`config.mk`:
```
export PLATFORM = sky130hd
export DESIGN_NAME = pipe_hazard_ctrl
export DESIGN_NICKNAME = d
export VERILOG_FILES = /design/src/rtl/pipe_hazard_ctrl.sv
export SDC_FILE = /design/constraint.sdc
export NUM_CORES = 1
export LEC_CHECK = 0
export ABC_AREA = 1
export CORE_ASPECT_RATIO = 0.8
export CORE_UTILIZATION = 45
export CTS_CLUSTER_SIZE = 14
export DETAILED_ROUTE_END_ITERATION = 10
export PLACE_DENSITY_LB_ADDON = 0.1
export SLEW_MARGIN = 5
export SYNTH_ARGS = -nofsm -noshare
export SYNTH_HDL_FRONTEND = slang
export SYNTH_SLANG_ARGS = --single-unit
```
`constraint.sdc`:
```
create_clock -name clk -period 1.65 [get_ports clk]
set_input_delay 0.165 -clock clk [delete_from_list [all_inputs] [get_ports clk]]
set_output_delay 0.165 -clock clk [all_outputs]
set_load 0.01 [all_outputs]
```
`src/rtl/pipe_hazard_ctrl.sv`:
```
// Depth-generic hazard, forwarding and halt control.
// Tracks in-flight destination records behind decode.
module pipe_hazard_ctrl #(
  parameter int STAGES = 3,
  parameter int RA_W = 4,
  parameter int LOAD_STAGE = 2,
  localparam int FW = $clog2(STAGES + 1)
) (
  input  logic            clk,
  input  logic            rst,
  input  logic            id_valid,
  input  logic [RA_W-1:0] id_rs1,
  input  logic [RA_W-1:0] id_rs2,
  input  logic            id_rs1_used,
  input  logic            id_rs2_used,
  input  logic [RA_W-1:0] id_rd,
  input  logic            id_wr,
  input  logic            id_load,
  input  logic            id_halt,
  input  logic            flush,
  output logic            id_ready,
  output logic            stall,
  output logic [FW-1:0]   fwd1_sel,
  output logic [FW-1:0]   fwd2_sel,
  output logic [STAGES-1:0] stage_valid,
  output logic            halt_sys,
  output logic [15:0]     stall_cnt
);

  logic [STAGES-1:0] v_q;
  logic [STAGES-1:0] wr_q;
  logic [STAGES-1:0] ld_q;
  logic [STAGES-1:0] hl_q;
  logic [RA_W-1:0]   rd_q [STAGES];

  logic haz1;
  logic haz2;
  logic hazard;
  logic halt_pending;
  logic issue;
  logic halt_exit;
  logic cnt_inc;

  // Oldest to youngest so the youngest match overrides.
  always_comb begin
    fwd1_sel = '0;
    haz1 = 1'b0;
    for (int k = STAGES; k >= 1; k--) begin
      if (id_rs1_used && v_q[k-1] && wr_q[k-1] &&
          rd_q[k-1] == id_rs1) begin
        if (!ld_q[k-1] || k >= LOAD_STAGE) begin
          fwd1_sel = FW'(k);
          haz1 = 1'b0;
        end else begin
          fwd1_sel = '0;
          haz1 = 1'b1;
        end
      end
    end
  end

  always_comb begin
    fwd2_sel = '0;
    haz2 = 1'b0;
    for (int k = STAGES; k >= 1; k--) begin
      if (id_rs2_used && v_q[k-1] && wr_q[k-1] &&
          rd_q[k-1] == id_rs2) begin
        if (!ld_q[k-1] || k >= LOAD_STAGE) begin
          fwd2_sel = FW'(k);
          haz2 = 1'b0;
        end else begin
          fwd2_sel = '0;
          haz2 = 1'b1;
        end
      end
    end
  end

  assign hazard = haz1 | haz2;
  assign halt_pending = halt_sys | (|(v_q & hl_q));
  assign id_ready = flush | (~halt_pending & ~hazard);
  assign stall = id_valid & ~id_ready;
  assign issue = id_valid & id_ready & ~flush;
  assign halt_exit = v_q[STAGES-1] & hl_q[STAGES-1];
  assign cnt_inc = id_valid & ~id_ready &
                   ~halt_pending & ~flush;
  assign stage_valid = v_q;

  always_ff @(posedge clk or posedge rst) begin
    if (rst) begin
      v_q <= '0;
      wr_q <= '0;
      ld_q <= '0;
      hl_q <= '0;
      for (int k = 0; k < STAGES; k++) rd_q[k] <= '0;
      halt_sys <= 1'b0;
      stall_cnt <= '0;
    end else begin
      if (!halt_sys) begin
        // A retiring halt leaves nothing behind it in flight.
        if (halt_exit) begin
          v_q <= '0;
          halt_sys <= 1'b1;
        end else begin
          v_q <= {v_q[STAGES-2:0], issue};
        end
        wr_q <= {wr_q[STAGES-2:0], id_wr};
        ld_q <= {ld_q[STAGES-2:0], id_load};
        hl_q <= {hl_q[STAGES-2:0], id_halt};
        for (int k = STAGES - 1; k >= 1; k--)
          rd_q[k] <= rd_q[k-1];
        rd_q[0] <= id_rd;
      end
      if (cnt_inc && stall_cnt != 16'hFFFF)
        stall_cnt <= stall_cnt + 16'd1;
    end
  end

endmodule

```
==> qor.csv <==
metric,value,unit
layout-drive-gt1-share,0.344,
cts-hold-fix-buffers,0,
worst_clock_skew,0.00813,ns
cts_num_sinks,39,
async_flop_share,1.00,
yosys_warnings,0,
synth_cell_types,27,
vias,2486,
insertedDiodeCount,0,
insertion_delay,0.29,ns
place_inst,462,
start_kind,flip-flop,
die_width,83.0,um
finalSetupViolCount,22,
crit_path_start,stage_valid[0],
gp_congestion,0.884,
post-route-util,0.736,
grt_pass1_wl,10800,um
fin_nets,442,
synth-main-ff-cell,dfrtp_1,
worstPathArrival,2.02,ns
dr.first_iter.drc_count,188,
ys_seq_area_frac,0.413,
start_util,0.469,
maxClockFrequency,559,MHz
drtPass1Iterations,4,
netlist_instances,314,
worstReg2RegStart,stage_valid[0],
grt_max_degree,40,
cts_buffer_depth,2,
overflow,0,
grt_usage,0.249,
final_cell_count_no_fill,483,
hold_ws,0.233,ns
end_kind,flip-flop,
cts_htree_levels,2,
slew_headroom,0.754,
synthesis.nets,336,
ir_worst_vdd,461,uV
grt_pass1_vias,2192,
routed_wl,6770,um
reg2reg_depth,12,
netlist_area,0.00236,mm^2
std_cell_rows,23,
grtUsageMet3,0.0508,
grtUsageMet1,0.374,
cts_root_buffer,clkbuf_8,
fin_setup_tns,-1.81,ns
path_clk_slew,0.08,ns
required,1.88,ns
crit_fanout,8,
finalMaxSlewViolations,0,
via_per_inst,5.15,
grt_busiest_layer,met1,
synth_seq_cells,39,
fin_ws,-0.140,ns
critPathKind,reg -> reg,
core_area,0.00504,mm^2
cts_tree,built,
dieArea,0.00555,mm^2
hold_class,in -> async,
dpl.hpwl,4460,um
drc_errors,0,
finalHoldViolCount,0,
port_buffers,46,
use_met2,0.366,
fin_crit,1.79,ns
syn2layout_area_growth,56.9,%
drv_cap,0,
grt_setup_unrepaired,true,
post-route-period-util,1.09,
antenna_found_initial,0,
dp_slack,-0.590,ns
io-pin-count,47,
post_drt_wl_per_cell,14.0,um
syn_avg_cell_area,7.53,um^2
violations,setup timing,
cts_buffers,5,
powerDensity,559,mW/mm^2
worst_slew_pin_slew,0.366,ns
p_leak,1.97,nW
synth_enable_flop_cells,0,
ant_nets,0,
fp.dieH,66.8,um
num-fill-cells,403,
status,finished with violations,
## cells in the mapped netlist, types with 2 or more instances
| master | count | area (um^2) |
|---|---|---|
| xnor2_1 | 12 | 105 |
| nand4_1 | 4 | 25.0 |
| xor2_1 | 10 | 87.6 |
| nand3_2 | 2 | 20.0 |
| dfrtp_1 | 39 | 976 |
| inv_1 | 27 | 101 |
| nor2_1 | 21 | 78.8 |
| nor2_2 | 5 | 31.3 |
| o21ai_0 | 23 | 115 |
| nand2_2 | 22 | 138 |
| o22ai_1 | 3 | 18.8 |
| nor4_1 | 5 | 31.3 |
| nor3_1 | 3 | 15.0 |
| clkbuf_1 | 3 | 11.3 |
| inv_2 | 6 | 22.5 |
| nand2_1 | 99 | 372 |
| nand3_1 | 20 | 100 |
## worst max-delay path, stage by stage (launching register included)
cell and delay [ns]:
dfrtp_1 0.44, nand3_1 0.15, nor2_4 0.15, buf_6 0.11, nand3_4 0.08, buf_6 0.13, nand2_4 0.05, nand4_4 0.08
nor2_4 0.16, buf_12 0.13, buf_16 0.15, nand2_4 0.05, nand2_1 0.06
## metrics by stage
stage / power [mW] / area (um^2)
final: 2.07 / 3710
after global routing: 2.17 / 3710
after CTS: 2.07 / 3510
after detailed placement: 1.24 / 3240
after global placement: 1.24 / 3240
after floorplan: 1.11 / 2360
## final cells by class
type | count | area (um^2) | area share
inverters | 33 | 124 | 0.0334
repair buffers | 104 | 990 | 0.267
flip-flops and latches | 39 | 980 | 0.264
well taps | 62 | 77.6 | 0.0209
multi-input cells | 237 | 1420 | 0.384
clock inverters | 3 | 43.8 | 0.0118
clock buffers | 5 | 68.8 | 0.0186
## sequential cells by signal (all words and copies together), names as in the netlist
name,cells
wr_q,3
stage_valid,3
hl_q,3
halt_sys,1
rd_q,12
stall_cnt,16
ld_q,1
## power breakdown
part	switching (mW)	internal (mW)
Clock	0.356	0.451
Sequential	0.0249	0.979
Combinational	0.130	0.132
Total	0.511	1.56
## layer usage
metal | part of all wire | vias to the layer above
li1 | - | 1214
met1 | 0.50 | 1192
met2 | 0.45 | 73
met3 | 0.045 | 7
met4 | 0.0069 | 0
met5 | 0 | -
## placed cells by master, fill, tap and decap left out, drive strengths merged, types with 3 or more instances in the layout
master / netlist / final
xnor2: 12 / 12
o22ai: 3 / 3
nor2: 27 / 27
inv: 33 / 33
nand4: 6 / 6
xor2: 10 / 10
nand2: 121 / 121
nor4: 5 / 5
o21ai: 23 / 23
clkdlybuf4s50: 0 / 36
buf: 2 / 63
nor3: 4 / 4
nand3: 22 / 22
clkbuf: 3 / 6
dfrtp: 39 / 39
## final timing paths
path / end / slack, ns
hold reg to reg: hl_q[1] / 0.50
min in group clk: ld_q[0] / 0.43
max in group asynchronous: rd_q[8] / 1.19
setup reg to reg: stall_cnt[11] / -0.14
setup / recovery: stall_cnt[11] / -0.14
hold / removal: stall_cnt[0] / 0.23
## logic make-up (layout without fill, tap and decap cells)
kind of cell    after synthesis  count (layout)  share of synthesized area
compound gates               28              28                     0.0619
xor+xnor                     22              22                     0.0815
fa+ha+maj                     1               1                    0.00529
buf+inv                      38             145                     0.0688
flops                        39              39                      0.413
simple gates                186             186                      0.370
## timing repair
action	4_1_cts	5_1_grt
gates resized for setup	61	39
setup buffers	5	7
endpoints found under the setup margin	23	23
gates cloned	1	1
endpoints found under the hold margin	0	0
pin swaps	14	15
(Power assumes the default switching activity.)
